--- src/rtl/capture_buffer.sv ---
// ============================================================================
// Module   : capture_buffer
// Purpose  : Sample-capture buffer with one-shot / circular recording and a
//            registered random-access read port.
// Revision : 1.0 - initial release
// ============================================================================
`default_nettype none

module capture_buffer #(
    parameter  int WIDTH = 4,
    parameter  int DEPTH = 8,
    localparam int AW    = $clog2(DEPTH)
) (
    input  logic             clk,
    input  logic             rst,
    input  logic             i_start,
    input  logic             i_mode,
    input  logic             i_stop,
    input  logic [WIDTH-1:0] i_din,
    input  logic             i_din_valid,
    output logic             o_busy,
    output logic             o_done,
    output logic             o_overflow,
    output logic [AW:0]      o_count,
    output logic [AW-1:0]    o_head,
    input  logic [AW-1:0]    i_rd_addr,
    output logic [WIDTH-1:0] o_rd_data
);

    typedef enum logic [1:0] {
        S_IDLE = 2'd0,
        S_FILL = 2'd1,
        S_DONE = 2'd2
    } state_t;

    localparam logic [AW:0] c_FULL      = (AW + 1)'(DEPTH);
    localparam logic [AW:0] c_FULL_LESS = (AW + 1)'(DEPTH - 1);

    state_t           r_state;
    logic             r_busy;
    logic             r_done;
    logic             r_mode;
    logic             r_overflow;
    logic [AW:0]      r_count;
    logic [AW-1:0]    r_wr_ptr;
    logic [AW-1:0]    r_head;
    logic [WIDTH-1:0] r_rd_data;
    logic [WIDTH-1:0] r_mem [DEPTH];

    logic w_in_fill;
    logic w_arm;
    logic w_write;
    logic w_full;
    logic w_last_oneshot;
    logic w_end;

    assign w_in_fill      = (r_state == S_FILL);
    // start outranks stop whenever the buffer is not filling
    assign w_arm          = !w_in_fill && i_start;
    assign w_write        = w_in_fill && i_din_valid;
    assign w_full         = (r_count == c_FULL);
    assign w_last_oneshot = w_write && !r_mode && (r_count == c_FULL_LESS);
    assign w_end          = w_in_fill && (i_stop || w_last_oneshot);

    always_ff @(posedge clk or posedge rst) begin
        if (rst) begin
            r_state    <= S_IDLE;
            r_busy     <= 1'b0;
            r_done     <= 1'b0;
            r_mode     <= 1'b0;
            r_overflow <= 1'b0;
            r_count    <= '0;
            r_wr_ptr   <= '0;
            r_head     <= '0;
            r_rd_data  <= '0;
            for (int i = 0; i < DEPTH; i++) begin
                r_mem[i] <= '0;
            end
        end else begin
            // read samples the array before this edge's write lands
            r_rd_data <= r_mem[i_rd_addr];

            if (w_arm) begin
                r_state    <= S_FILL;
                r_busy     <= 1'b1;
                r_done     <= 1'b0;
                r_mode     <= i_mode;
                r_overflow <= 1'b0;
                r_count    <= '0;
                r_wr_ptr   <= '0;
                r_head     <= '0;
            end else if (w_in_fill) begin
                if (w_write) begin
                    r_mem[r_wr_ptr] <= i_din;
                    r_wr_ptr        <= r_wr_ptr + 1'b1;
                    if (!w_full) begin
                        r_count <= r_count + 1'b1;
                    end else begin
                        // full circular buffer: oldest entry is overwritten
                        r_overflow <= 1'b1;
                        r_head     <= r_head + 1'b1;
                    end
                end
                if (w_end) begin
                    r_state <= S_DONE;
                    r_busy  <= 1'b0;
                    r_done  <= 1'b1;
                end
            end
        end
    end

    assign o_busy     = r_busy;
    assign o_done     = r_done;
    assign o_overflow = r_overflow;
    assign o_count    = r_count;
    assign o_head     = r_head;
    assign o_rd_data  = r_rd_data;

endmodule

`default_nettype wire
--- config.mk ---
export PLATFORM = sky130hd
export DESIGN_NAME = capture_buffer
export DESIGN_NICKNAME = d
export VERILOG_FILES = /design/src/rtl/capture_buffer.sv
export SDC_FILE = /design/constraint.sdc
export NUM_CORES = 1
export LEC_CHECK = 0
export CORE_MARGIN = 3
export CORE_UTILIZATION = 40
export CTS_CLUSTER_SIZE = 30
export DETAILED_ROUTE_END_ITERATION = 7
export PLACE_DENSITY_LB_ADDON = 0.15
export SLEW_MARGIN = 20
export SYNTH_ARGS = -nofsm -noshare
export SYNTH_HDL_FRONTEND = slang
export SYNTH_SLANG_ARGS = --single-unit
--- constraint.sdc ---
create_clock -name clk -period 3.5 [get_ports clk]
set_input_delay 1.05 -clock clk [delete_from_list [all_inputs] [get_ports clk]]
set_output_delay 1.05 -clock clk [all_outputs]
set_load 0.05 [all_outputs]
# == After elaboration in Yosys (flattened, before gate mapping) ==
# Index checks and enable logic that the tools add are counted.
# word_totals
elab_cells,78
out_inout_bits,14
regBits,52
inputBits,13
# op_classes
magnitude_cmp,3
add_sub_neg,3
mux,30
reduce_logical,18
eq_ne,4
bitwise_logic,3
# ops
op,n
32-bit bitwise mux,1
4-bit 2-to-1 mux,7
3-bit 2-to-1 mux,7
4-bit binary-select mux with 3-bit select,1
4-bit demux with 3-bit select,1
1-bit 2-to-1 mux,10
3-bit AND reduction,3
4-bit >= comparator (second input constant),2
3-bit NOT with 4-bit output,2
2-bit nonzero test,4
3-bit by 1-bit adder with 3-bit output (second input constant),2
1-bit logical AND,6
2-bit 2-to-1 mux,3
4-bit by 1-bit adder with 4-bit output (second input constant),1
4-bit by 3-bit == test with 1-bit output (second input constant),1
4-bit == test (second input constant),1
4-bit by 1-bit < comparator with 1-bit output (second input constant),1
2-bit AND reduction,2
2-bit by 1-bit == test with 1-bit output (second input constant),1
1-bit logical NOT,2
2-bit inequality test (second input constant),1
1-bit logical OR,1
1-bit NOT,1

# == Logic depth before layout (Yosys ltp) ==
# Gate-level depths: netlist of run 1.
# logic_depth
depth_word,9
depth_mapped,5

# == Worst setup path after synthesis of run 1 ==
# Ideal clock, no wire load.
# synth_timing
path_kind,input -> register
startpoint,in i_rd_addr[0]
endpoint,reg r_rd_data[0] (netlist: o_rd_data[0])
setup_time_ps,125
setup_slack_ps,1329
stages,3
arrival_time_ps,2047
path_cell_list,buf_2 > mux4_2 > mux2_2
# synth_between
elab_chain_len,4
# synth_lines
element,line,rtl
start: declaration,26,"input logic [AW-1:0] i_rd_addr,"
3-bit NOT with 4-bit output (not written as such),81,r_rd_data <= r_mem[i_rd_addr];
4-bit binary-select mux with 3-bit select,81,
4-bit 2-to-1 mux (not written as such) (2 in a row),81,
end signal: assignment,81,
end: declaration,47,logic [WIDTH-1:0] r_rd_data;
# No other way between the ends. The select of a mux whose other input is x is not followed.
# A chain may end at the register's enable or synchronous reset.

==> results of run 1 <==
layout make-up:
cell class / instances / area (um2) / area share [%]
Multi-Input combinational cell: 104 / 1020 / 36.6
Clock buffer: 6 / 82.6 / 2.97
Clock inverter: 2 / 12.5 / 0.450
Tap cell: 72 / 90.1 / 3.24
Timing Repair Buffer: 29 / 295 / 10.6
Inverter: 8 / 30.0 / 1.08
Sequential cell: 50 / 1250 / 45.0
kinds of logic (layout without fill, tap and decap cells):
kind of cell | Yosys count | count (layout) | share of synthesized area [%]
AND/OR/NAND/NOR | 32 | 32 | 8.70
flip-flops | 50 | 50 | 53.4
buffers and inverters | 16 | 45 | 3.15
adder cells (fa/ha/maj) | 4 | 4 | 2.14
multiplexers | 47 | 47 | 27.1
AO/OA/AOI/OAI | 21 | 21 | 5.55
cell usage after synthesis:
cell	n	area share [%]
a41oi_1	1	0.37
mux4_2	8	7.7
nand2_1	1	0.16
and3b_1	2	0.75
o22a_1	1	0.37
buf_2	2	0.43
nor3_1	2	0.43
nand2b_1	2	0.53
a22oi_1	1	0.32
o21ai_0	6	1.3
nor4_1	1	0.27
mux2_2	35	17
nor2b_1	1	0.27
or4b_1	1	0.43
dfrtp_1	50	53
or4_4	1	0.48
or4_1	2	0.64
nand4_1	1	0.27
or3_1	2	0.53
nand3_1	6	1.3
nand3b_1	2	0.64
nand2b_4	1	0.59
o22ai_1	1	0.27
clkbuf_1	4	0.64
a21o_1	1	0.32
a221o_1	1	0.43
a22o_1	1	0.37
mux2_4	4	2.6
inv_1	8	1.3
buf_6	1	0.48
and2_1	1	0.27
nand4b_1	1	0.37
nor2_1	5	0.80
buf_4	1	0.32
a21oi_1	7	1.5
ha_1	4	2.1
o31ai_1	1	0.32
worst max path at each step:
| stage | depth (start not counted) | endpoint | from |
|---|---|---|---|
| 2_1_floorplan | 1 | o_count[0] | rst |
| 3_3_place_gp | 3 | o_rd_data[1] | i_rd_addr[0] |
| 3_5_place_dp | 3 | o_rd_data[3] | i_rd_addr[0] |
| 4_1_cts | 1 | o_busy | r_state[0] |
| 5_1_grt | 1 | o_busy | r_state[0] |
| 6_report | 1 | o_busy | r_state[0] |
metrics by stage:
stage | hold WS [ns] | cells | utilization [%] | power, uW
2_1_floorplan | 0.474 | 170 | - | 1290
3_3_place_gp | 0.488 | 263 | 48.2 | 1450
3_5_place_dp | 0.492 | 263 | 48.2 | 1470
4_1_cts | 0.514 | 271 | 49.9 | 1820
5_1_grt | 0.529 | 271 | 49.9 | 1900
6_report | 0.508 | 271 | 49.9 | 1800
flip-flops by register name (all words and copies together), names as in the netlist:
register,cells
o_count,4
o_overflow,1
o_done,1
r_mode,1
r_mem,32
r_wr_ptr,3
o_head,3
o_rd_data,4
r_state,1
power by group:
group | internal, uW | total (uW) | switching [uW]
registers | 733 | 857 | 124
logic | 297 | 594 | 297
clock network | 159 | 344 | 185
per-layer routing:
layer / global-route usage, % / wire length [um] / vias up
li1: - / - / 682
met1: 20.0 / 2190 / 752
met2: 24.4 / 2290 / 35
met3: 3.80 / 197 / 9
met4: 4.90 / 71 / 0
met5: 0 / 0 / -
==> flow_metrics.env, run 1 <==
export IMPL_grt_first_pass_wirelength_um=7500
export IMPL_worstPathMaxFanout=10
export IMPL_hold_path_depth=1
export IMPL_pre_cts_ws_ns=0.630
export IMPL_maxCapViolCount=0
export IMPL_wl_per_cell_um=17.5
export IMPL_grt_pass1_vias=1439
export IMPL_worst_ep_arrival_time_ns=1.66
export IMPL_insertion_delay_ns=0.30
export IMPL_hold_start="r_mem[23]"
export IMPL_regToRegEndpoint="r_mem[24]"
export IMPL_synth_distinct_cells=37
export IMPL_seq_area_frac_synth_pct=53.4
export IMPL_placedInstanceArea_um2=2690
export IMPL_ys_ff_latch=50
export IMPL_num_io_pins=27
export IMPL_syn_area_um2=2340
export IMPL_post_cts_buffers=0
export IMPL_viasPerCell=5.45
export IMPL_row_count=27
export IMPL_clk_pin_slew_ns=0.09
export IMPL_regToRegSetupSlack_ns=1.82
export IMPL_min_delay_path_class="flop to flop"
export IMPL_cts_sinks=50
export IMPL_drive_gt1_share_pct=30.7
export IMPL_cp_cell_sequence="clkdlybuf4s50_1"
export IMPL_r2r_start="r_state[0]"
export IMPL_grt_overflow=0
export IMPL_powerDensity_nw_per_um2=646
export IMPL_cts_htree_levels=2
export IMPL_layout_commonest_cell="dfrtp_1"
export IMPL_outcome="complete, no violations"
export IMPL_cts_resized_gates=0
export IMPL_cp_num_buf_inv=1
export IMPL_yosysWarnings=0
export IMPL_syn_nets=187
export IMPL_crit_type="flop to primary output"
export IMPL_cts_path_max_buffers=2
export IMPL_n_fill_cell=493
export IMPL_layout_common_cells="50 x dfrtp_1, 35 x mux2_2, 26 x clkdlybuf4s50_1"
export IMPL_hpwlAfterDp_um=3400
export IMPL_grt_start_max_net_pins=51
export IMPL_core_area_um2=5570
export IMPL_tritoncts="built"
export IMPL_ir_drop_uv=275
export IMPL_ant_nets=0
export IMPL_syn_inst=170
export IMPL_p_leak_uw=0.00123
export IMPL_firstDrtPassIters=4
export IMPL_cts_root_buf="clkbuf_8"
export IMPL_nNetsFinal=215
export IMPL_place_congestion=0.770
export IMPL_hold_end="r_mem[23]"
export IMPL_tightest_slew_ns=0.571
export IMPL_fin_skew_ns=0.00274
export IMPL_die_h_um=82.5
export IMPL_finalCritPeriodShare_pct=77.3
export IMPL_finalSetupViolCount=0
export IMPL_route_detailed_drc=0
export IMPL_syn_area_per_cell_um2=13.8
export IMPL_fin_ws_ns=0.793
export IMPL_grt_usage_pct=15.1
export IMPL_crit_path_max_incr_delay_ns=0.86
export IMPL_area_delta_synth_final_pct=18.6
export IMPL_initial_core_util_pct=42.0
export IMPL_hold_buffers=0
export IMPL_postLayoutCellArea_um2=2780
export IMPL_crit_path_start_kind="flop"
export IMPL_maxSlewHeadroom_pct=61.8
export IMPL_clock_fmax_ghz=0.369
export IMPL_rsz0062_at_grt="no"
export IMPL_antennaDiodeCount=0
export IMPL_routed_wl_um=4750
export IMPL_die_width_um=82.5
export IMPL_drtIter0Drc=60
export IMPL_cp_data_required_time_ns=2.45
export IMPL_fin_crit_ns=2.71
export IMPL_hold_violations=0
export IMPL_antenna_found_initial=0
export IMPL_reg2reg_depth=3
export IMPL_io_buffer_count=26
export IMPL_crit_path_top_delay_cell="clkdlybuf4s50_1"
export IMPL_cp_end_kind="primary output"
export IMPL_die_area_um2=6810
export IMPL_drv_slew=0
export IMPL_vias=1478
export IMPL_setup_tns_final_ns=0
export IMPL_cp_top_family="buffers and inverters"
export IMPL_numCtsBuffers=5
Note: power is estimated with default switching activity, not from simulation.
==> inputs of run 2 (changes only) <==
==> constraint.sdc (replaced) <==
create_clock -name clk -period 2.6 [get_ports clk]
set_input_delay 0.78 -clock clk [delete_from_list [all_inputs] [get_ports clk]]
set_output_delay 0.78 -clock clk [all_outputs]
set_load 0.05 [all_outputs]
==> flow_metrics.env, run 2 (synthesis results as in run 1) <==
export IMPL_outcome="complete, no violations"
export IMPL_min_delay_path_class="flop to flop"
export IMPL_whs_ns=0.511
export IMPL_die_h_um=82.5
export IMPL_area_delta_synth_final_pct=21.2
export IMPL_tritoncts="built"
export IMPL_firstDrtPassIters=4
export IMPL_grt_start_max_net_pins=51
export IMPL_cts_resized_gates=0
export IMPL_p_total_uw=2550
export IMPL_vias=1495
export IMPL_post_place_cells=268
export IMPL_grt_usage_pct=15.6
export IMPL_cp_num_buf_inv=1
export IMPL_nNetsFinal=220
export IMPL_maxCapViolCount=0
export IMPL_core_area_um2=5570
export IMPL_drive_gt1_share_pct=32.4
export IMPL_post_cts_buffers=0
export IMPL_stdcell_count=276
export IMPL_viasPerCell=5.42
export IMPL_ir_drop_uv=483
export IMPL_cp_data_required_time_ns=1.82
export IMPL_numCtsBuffers=5
export IMPL_worst_ep_arrival_time_ns=1.67
export IMPL_clock_fmax_ghz=0.408
export IMPL_hold_violations=0
export IMPL_largest_reg_flops=32
export IMPL_r2r_start="o_done"
export IMPL_cp_cell_sequence="clkdlybuf4s50_1"
export IMPL_crit_path_top_delay_cell="clkdlybuf4s50_1"
export IMPL_wl_per_cell_um=17.1
export IMPL_clk_pin_slew_ns=0.10
export IMPL_grt_first_pass_wirelength_um=7820
export IMPL_powerDensity_nw_per_um2=897
export IMPL_finalCritPeriodShare_pct=94.2
export IMPL_top_register="r_mem"
export IMPL_route_detailed_drc=0
export IMPL_layout_common_cells="50 x dfrtp_1, 35 x mux2_2, 26 x clkdlybuf4s50_1"
export IMPL_cts_htree_levels=2
export IMPL_initial_core_util_pct=42.0
export IMPL_die_width_um=82.5
export IMPL_worstPathMaxFanout=10
export IMPL_grt_overflow=0
export IMPL_cts_path_max_buffers=2
export IMPL_cp_top_family="buffers and inverters"
export IMPL_postLayoutCellArea_um2=2840
export IMPL_placedInstanceArea_um2=2720
export IMPL_tightest_slew_ns=0.500
export IMPL_crit_path_start_kind="flop"
export IMPL_drv_slew=0
export IMPL_hold_buffers=0
export IMPL_rsz0062_at_grt="no"
export IMPL_hpwlAfterDp_um=3440
export IMPL_fin_crit_ns=2.45
export IMPL_fin_skew_ns=0.0126
export IMPL_crit_type="flop to primary output"
export IMPL_cts_sinks=50
export IMPL_layout_commonest_cell="dfrtp_1"
export IMPL_n_fill_cell=490
export IMPL_cp_end_kind="primary output"
export IMPL_maxSlewHeadroom_pct=66.6
export IMPL_antennaDiodeCount=0
export IMPL_cts_root_buf="clkbuf_8"
export IMPL_hold_start="r_mem[27]"
export IMPL_grt_pass1_vias=1566
export IMPL_finalSetupViolCount=0
export IMPL_num_io_pins=27
export IMPL_io_buffer_count=26
export IMPL_drtIter0Drc=70
export IMPL_p_leak_uw=0.00127
export IMPL_place_congestion=0.816
export IMPL_routed_wl_um=4710
export IMPL_ant_nets=0
export IMPL_antenna_found_initial=0
export IMPL_insertion_delay_ns=0.31
export IMPL_crit_start="r_state[0]"
export IMPL_die_area_um2=6810
export IMPL_crit_path_max_incr_delay_ns=0.86
export IMPL_row_count=27
export IMPL_setup_tns_final_ns=0
## run 2: cell count changes in the layout (fill, tap and decap cells not counted)
cell,previous run,this run
inv_8,0,1
clkinv_2,1,0
buf_4,2,7
bufinv_16,0,1
clkbuf_8,6,5
## run 2: cell type report
cell class	instances	area [um2]	area share, %
Multi-Input combinational cell	104	1020	35.9
Timing Repair Buffer	34	333	11.7
Tap cell	72	90.1	3.17
Clock buffer	5	68.8	2.42
Sequential cell	50	1250	44.1
Inverter	8	30.0	1.06
Clock inverter	3	48.8	1.72
## run 2: worst paths after layout
path | to | slack (ns) | cells after the start
setup reg to reg | r_mem[15] | 0.94 | 3
setup / recovery | o_busy | 0.15 | 1
hold reg to reg | r_mem[27] | 0.51 | 1
max in group asynchronous | r_mem[31] | 1.53 | 3
hold / removal | r_mem[27] | 0.51 | 1
min in group asynchronous | o_rd_data[2] | 0.82 | 3
## run 2: layer usage
metal	vias up	wire length, um	track usage (%)
met5	-	0	0
met3	5	149	3.69
met4	0	51	4.41
li1	699	-	-
met2	21	2440	27.1
met1	770	2080	19.4
## run 2: report_power, final
| group | total (uW) | internal, uW | switching [uW] |
|---|---|---|---|
| clock network | 565 | 293 | 271 |
| logic | 832 | 416 | 416 |
| registers | 1150 | 986 | 166 |
| total | 2550 | 1690 | 854 |
## run 2: through the flow
stage	util, %	setup slack [ns]
floorplan	-	0.619
global placement	48.8	0.162
detailed placement	48.8	0.115
CTS	51.0	0.134
global route	51.0	0.0598
finish	51.0	0.151
